--- src/rtl/sha256_msg_sequencer.sv ---
// sha256_msg_sequencer: pads a framed byte stream into 64-byte SHA-256 blocks and forwards the digest.
// Define SHA_SEQ_BLKCNT_EN to add the blk_count output (blocks issued for the current/last message).
module sha256_msg_sequencer #(
  parameter int LEN_W     = 32,
  parameter int DIG_BYTES = 32
) (
  input  logic       clk,
  input  logic       reset_n,
  input  logic [7:0] in_data,
  input  logic       in_valid,
  input  logic       in_last,
  output logic       in_ready,
  output logic [7:0] core_data,
  output logic       core_valid,
  input  logic       core_ready,
  output logic       core_first,
  output logic       core_final,
  input  logic [7:0] core_hash,
  input  logic       core_hash_valid,
  output logic [7:0] hash_out,
  output logic       hash_valid,
  output logic       done,
  output logic       busy,
  output logic       len_ovf
`ifdef SHA_SEQ_BLKCNT_EN
  ,
  output logic [15:0] blk_count
`endif
);
  localparam int HW = $clog2(DIG_BYTES) + 1;
  typedef enum logic [2:0] {IDLE, MSG, PAD80, PADZ, PADLEN, WAITH} state_t;
  state_t state_q, state_d;
  logic [5:0] idx_q, idx_d;
  logic [LEN_W-1:0] len_q, len_d;
  logic len_ovf_q, len_ovf_d;
  logic [HW-1:0] hcnt_q, hcnt_d;
  logic [7:0] hash_out_q, hash_out_d;
  logic hash_valid_q, hash_valid_d, done_q, done_d;
  logic [63:0] bit_len;
  logic msg_ph, xfer, acc, beat, start;
  assign bit_len = 64'(len_q) << 3;
  always_comb begin
    msg_ph = state_q == IDLE || state_q == MSG;
    in_ready = msg_ph && core_ready;
    core_valid = msg_ph ? in_valid :
                 (state_q == PAD80 || state_q == PADLEN) ? 1'b1 :
                 (state_q == PADZ) ? idx_q != 6'd56 : 1'b0;
    // Length bytes go out MSB first at block indices 56..63.
    core_data = state_q == PAD80 ? 8'h80 :
                state_q == PADZ ? 8'h00 :
                state_q == PADLEN ? bit_len[{3'd7 - idx_q[2:0], 3'b000} +: 8] : in_data;
    core_first = state_q == IDLE && in_valid;
    core_final = state_q == PADLEN && idx_q == 6'd63;
    xfer = core_valid && core_ready;
    acc = in_valid && in_ready;
    start = acc && state_q == IDLE;
    beat = state_q == WAITH && core_hash_valid;
    idx_d = xfer ? idx_q + 6'd1 : idx_q;
    len_d = start ? LEN_W'(1) : acc ? len_q + LEN_W'(1) : len_q;
    len_ovf_d = start ? 1'b0 : len_ovf_q || (acc && len_q == '1);
    hcnt_d = state_q != WAITH ? '0 : beat ? hcnt_q + HW'(1) : hcnt_q;
    hash_out_d = beat ? core_hash : hash_out_q;
    hash_valid_d = beat;
    done_d = beat && hcnt_q == HW'(DIG_BYTES - 1);
    state_d = state_q;
    unique case (state_q)
      IDLE:    state_d = acc ? (in_last ? PAD80 : MSG) : IDLE;
      MSG:     state_d = acc && in_last ? PAD80 : MSG;
      PAD80:   state_d = xfer ? PADZ : PAD80;
      PADZ:    state_d = idx_q == 6'd56 ? PADLEN : PADZ;
      PADLEN:  state_d = xfer && idx_q == 6'd63 ? WAITH : PADLEN;
      WAITH:   state_d = done_d ? IDLE : WAITH;
      default: state_d = IDLE;
    endcase
  end
  always_ff @(posedge clk) begin
    if (!reset_n) begin
      state_q <= IDLE;
      idx_q <= '0;
      len_q <= '0;
      len_ovf_q <= 1'b0;
      hcnt_q <= '0;
      hash_out_q <= '0;
      hash_valid_q <= 1'b0;
      done_q <= 1'b0;
    end else begin
      state_q <= state_d;
      idx_q <= idx_d;
      len_q <= len_d;
      len_ovf_q <= len_ovf_d;
      hcnt_q <= hcnt_d;
      hash_out_q <= hash_out_d;
      hash_valid_q <= hash_valid_d;
      done_q <= done_d;
    end
  end
  assign hash_out = hash_out_q;
  assign hash_valid = hash_valid_q;
  assign done = done_q;
  assign busy = state_q != IDLE;
  assign len_ovf = len_ovf_q;
`ifdef SHA_SEQ_BLKCNT_EN
  logic [15:0] blk_q, blk_d;
  always_comb begin
    blk_d = start ? 16'd0 : (xfer && idx_q == 6'd63 && blk_q != 16'hFFFF) ? blk_q + 16'd1 : blk_q;
  end
  always_ff @(posedge clk) begin
    if (!reset_n) blk_q <= '0;
    else blk_q <= blk_d;
  end
  assign blk_count = blk_q;
`endif
endmodule

--- config.mk ---
export PLATFORM = sky130hd
export DESIGN_NAME = sha256_msg_sequencer
export DESIGN_NICKNAME = d
export VERILOG_FILES = /design/src/rtl/sha256_msg_sequencer.sv
export SDC_FILE = /design/constraint.sdc
export NUM_CORES = 1
export LEC_CHECK = 0
export CORE_MARGIN = 4
export CORE_UTILIZATION = 50
export CTS_CLUSTER_SIZE = 30
export DETAILED_ROUTE_END_ITERATION = 8
export PLACE_DENSITY = 0.74
export SLEW_MARGIN = 20
export SYNTH_ARGS = -nofsm -noshare
export SYNTH_HDL_FRONTEND = slang
export SYNTH_SLANG_ARGS = --single-unit
--- constraint.sdc ---
create_clock -name clk -period 1.76 [get_ports clk]
set_input_delay 0.176 -clock clk [delete_from_list [all_inputs] [get_ports clk]]
set_output_delay 0.176 -clock clk [all_outputs]
set_load 0.01 [all_outputs]
Word level (Yosys, flattened, before mapping)
Index checks and enable logic that the tools add are counted.
{ "word_totals": {"elab_cells": 61, "output_inout_bits": 24, "ff_bits": 58} }
{ "classes": {"muxes": 16, "n_reduce_logical": 19, "shift": 1, "n_addsub": 4, "n_bitwise": 1, "n_eq_ne": 11} }
{ "op_table": {"columns": ["operator", "count"], "rows": [
  ["$shiftx A64 B7 Y8", 1],
  ["$add A32 B1 Y32 const B", 1],
  ["$eq A32 B32 Y1 const B", 1],
  ["$mux W8", 3],
  ["$pmux W3 S6", 1],
  ["$add A6 B1 Y6 const B", 2],
  ["$eq A6 B6 Y1 const B", 2],
  ["$logic_and A1 B1 Y1", 11],
  ["$mux W1", 7],
  ["$eq A3 B2 Y1 const B", 2],
  ["$eq A3 B3 Y1 const B", 2],
  ["$eq A6 B5 Y1 const B", 1],
  ["$mux W2", 3],
  ["$mux W3", 2],
  ["$ne A6 B6 Y1 const B", 1],
  ["$reduce_or A2 Y1", 2],
  ["$eq A3 B1 Y1 const B", 1],
  ["$logic_not A3 Y1", 1],
  ["$logic_or A1 B1 Y1", 3],
  ["$ne A3 B3 Y1 const B", 1],
  ["$reduce_bool A3 Y1", 1],
  ["$sub A3 B3 Y3 const A", 1],
  ["$reduce_bool A2 Y1", 1],
  ["$not A1 Y1", 1]
]} }

Logic depth before layout (Yosys ltp)
{ "logic_depth": {"word_depth": 8, "ltp_mapped": 8} }

Worst setup path before layout
No wires, ideal clock.
{ "synth_path": {"kind": "flip-flop to flip-flop", "start": "register idx_q[1]", "end": "register idx_q[1]", "path_stages_with_launch": 9, "path_buffers": 2, "setup_time_ps": 132, "setup_slack_ps": -57, "arrival_time_ps": 1685, "t_required_ps": 1628, "path_cell_list": "dfxtp_1 > buf_2 > clkbuf_1 > inv_1 > ha_1 > nor2b_1 > and4_1 > o31ai_1 > a21oi_1"} }
{ "synth_between": {"elab_chain_len": 5, "word_cells_on_any_way": 6, "classes_between": "add/sub (1); eq/ne (1); mux (3); reduce/logical (1)"} }
{ "synth_lines": {"columns": ["element", "line", "source"], "rows": [
  ["start, declared", "33", "logic [5:0] idx_q, idx_d;"],
  ["start signal, assigned", "88", "idx_q <= idx_d;"],
  ["$ne A6 B6 Y1", "47", "(state_q == PADZ) ? idx_q != 6'd56 : 1'b0;"],
  ["$mux W1", "47", null],
  ["$mux W1", "46", "(state_q == PAD80 || state_q == PADLEN) ? 1'b1 :"],
  ["$mux W1", "45", "core_valid = msg_ph ? in_valid :"],
  ["$logic_and A1 B1 Y1", "54", "xfer = core_valid && core_ready;"]
]} }
Several ways; a longest one is shown, not always the timed one.
A chain may end at the register's enable or synchronous reset.

Worst setup path after layout
{ "layout_path": {"start": "register idx_q[1]", "end": "output core_data[6]"} }
{ "layout_between": {"elab_chain_len": 5} }
{ "layout_lines": {"columns": ["element", "line", "source"], "rows": [
  ["$sub A3 B3 Y3", "51", "state_q == PADLEN ? bit_len[{3'd7 - idx_q[2:0], 3'b000} +: 8] : in_data;"],
  ["$shiftx A64 B7 Y8", "51", null],
  ["$mux W8", "51", null],
  ["$mux W8", "50", "state_q == PADZ ? 8'h00 :"],
  ["$mux W8", "49", "core_data = state_q == PAD80 ? 8'h80 :"],
  ["end, declared", "13", "output logic [7:0] core_data,"]
]} }
No other way between the ends.

==> impl_metrics.toml <==
[timing]
slew_violations = 0
period_share = 1.12
rsz0062_at_grt = "yes"
worst_pin_slew_ps = 440
setup_viol = 27
hold_viol = 0
finalSetupTns_ps = -2920
setup_ws_ps = -207
finalClockSkew_ps = 14.7
clock.fmax_ghz = 0.508
holdWs_ps = 376
period_needed_ps = 1970
relSlewSlack = 0.705

[detailed_routing]
vias_per_cell = 6.40
first_pass_iters = 6
wl_per_cell_um = 20.1
drc = 0
ant_nets = 0
via_count = 3933
drt_iter0_markers = 286
wl_um = 12400

[yosys]
yosys-top-cells-count = "dfxtp_1, nand2_1, a21oi_1"
syn_area_um2 = 3290
postSynth.asyncResetShare = 0
synth-edff-count = 0
synth.most_common_cell = "dfxtp_1"
yosysSeqAreaShare = 0.353
syn_avg_cell_area_um2 = 8.18
ys_warn_count = 0
synth_flop_cell = "dfxtp_1"
synth_area_leaders = "dfxtp_1, nand2_1, a21oi_1"
yosys.area.top_type = "dfxtp_1"
synth_top_area_share = 0.353
syn_nets = 428
yosys_register_bits = 58
synthCells = 402
synth_cell_types = 53

[outcome]
outcome = "finished with violations"
violations = "negative setup slack"

[worst_hold_path]
whs_path_depth = 3
min_to = "hash_out[2]"
hold_start = "core_hash[2]"
holdCritPathClass = "in2reg"

[worst_setup_path]
cp_max_fo = 6
slowest_stage = "mux4_2"
ff2ff_path_depth = 4
timing.rr.end = "len_q[25]"
r2r_slack_ps = -160
crit_arrival_ps = 1790
criticalPathCategory = "reg2out"
crit_path_end_kind = "output port"
crit_chain = "buf_6 > mux4_2 > a32oi_1 > o21ai_1 > buf_2"
rr_startpoint = "len_q[16]"
max_stage_delay_ps = 500
start_kind = "register"
crit_required_ps = 1580

[floorplan]
pin_count = 46
start_util = 0.515
die_y_um = 89.1
fp.dieW_um = 89.1
placementRows = 29
die_area_um2 = 7940
coreArea_um2 = 6390

[global_route]
grt-ovfl-total = 0
grt_max_degree = 23
globalRouteTotalUtil = 0.269
grt_pass1_vias = 3366
antenna_found_initial = 0
grt_first_pass_wirelength_um = 16500

[power_and_ir_drop]
clockPowerShare = 0.480
intPower_uw = 2530
vdd_drop_max_mv = 0.517
p_sw_frac = 0.235
p_comb_frac = 0.118
powerDensity_nw_per_um2 = 650
p_switching_uw = 777
power_frac_seq = 0.402
cellLeakagePower_uw = 0.00196

[final_layout]
insertedDiodeCount = 0
drive_above_1_share = 0.385
nNetsFinal = 559
area_growth_pct = 54.9

[cts]
cts.htree.levels = 3
postCtsHoldBufs = 0
cts-root-buf = "clkbuf_8"
clockBufferDepth = 2
clk_latency_ps = 350
path_clk_slew_ps = 70
cts_tree = "done"
numCtsBuffers = 9
clock-sinks = 58

[place]
port_buffers = 45
gp_congestion = 0.874
dpl.hpwl_um = 6860

[job]
drv_cap = 0
-- cell families (layout without fill, tap and decap cells) --
| group | count (synthesis) | count (layout) | share of synthesized area |
|---|---|---|---|
| xor+xnor | 11 | 11 | 0.0293 |
| flops | 58 | 58 | 0.353 |
| simple gates | 185 | 187 | 0.305 |
| buf+inv | 41 | 175 | 0.0616 |
| mux | 17 | 17 | 0.0719 |
| compound gates | 86 | 86 | 0.164 |
| fa+ha+maj | 4 | 4 | 0.0152 |
-- routing by layer --
metal  track usage  vias up  part of all wire
met4         0.145        0             0.062
met2         0.447      276              0.49
met1         0.320     1831              0.37
met3        0.0636       82             0.081
li1              -     1744                 -
met5             0        -                 0
-- final cells by class --
| type | instances | area (um2) |
|---|---|---|
| clock buffer | 12 | 155 |
| sequential | 58 | 1190 |
| tap | 77 | 96.3 |
| fill | 369 | 1290 |
| clock inverter | 4 | 97.6 |
| multi-input combinational | 305 | 2260 |
| inverter | 14 | 55.1 |
| timing repair buffer | 145 | 1240 |
-- worst max path at each step --
stage,endpoint,startpoint,slack [ps]
floorplan,len_q[28],len_q[11],10
finish,core_data[6],idx_q[1],-210
detailed placement,core_data[2],idx_q[1],-330
CTS,core_data[5],idx_q[1],-200
global placement,core_data[2],idx_q[1],-280
global route,core_data[6],idx_q[1],-260
-- power groups by stage --
stage | sequential [uW] | combinational [uW] | clock [uW]
floorplan | 1360 | 153 | 0
global placement | 1360 | 342 | 0
detailed placement | 1360 | 347 | 0
CTS | 1330 | 339 | 1590
global route | 1330 | 410 | 1660
finish | 1330 | 391 | 1590
-- layout by cell type, fill, tap and decap left out, drive strengths merged, types with 5 or more instances in the layout --
master and instances:
buf 110, dfxtp 58, nand2 57, a21oi 34, clkdlybuf4s50 32, nor2 22
nand4 16, or4 15, inv 14, o21ai 14, nor3 13, nand3 12
clkbuf 12, o31ai 12, mux2i 9, o21a 8, nand2b 8, and3 8
xnor2 7, nor4 7, nand3b 6, and4 6, mux4 5, and2 5
or3 5
-- worst max-delay path, delay by kind of cell (launching register included) --
kind | cells | cell delay (ps)
AO/OA/AOI/OAI | 2 | 280
buffers and inverters | 2 | 280
flip-flops | 1 | 380
multiplexers | 1 | 500
-- registers in the layout, summed over array words and instances, names as in the netlist --
register / flops
len_ovf: 1
state_q: 3
done: 1
len_q: 32
idx_q: 6
hash_out: 8
hcnt_q: 6
hash_valid: 1
-- metrics by stage --
step | total power [uW] | setup slack (ps) | instances | area, um2 | utilization
3_5_place_dp | 1710 | -330 | 579 | 4350 | 0.681
4_1_cts | 3260 | -195 | 604 | 4700 | 0.736
3_3_place_gp | 1700 | -283 | 579 | 4350 | 0.681
6_report | 3310 | -207 | 615 | 5090 | 0.798
2_1_floorplan | 1510 | 10.7 | 402 | 3300 | -
5_1_grt | 3400 | -256 | 615 | 5090 | 0.798
-- what timing repair did --
action	4_1_cts	5_1_grt
gates cloned	2	0
pin swaps	24	29
buffers inserted	7	11
resized for setup	69	74
setup endpoints to repair	31	33
Power figures use the tool's default switching activity.
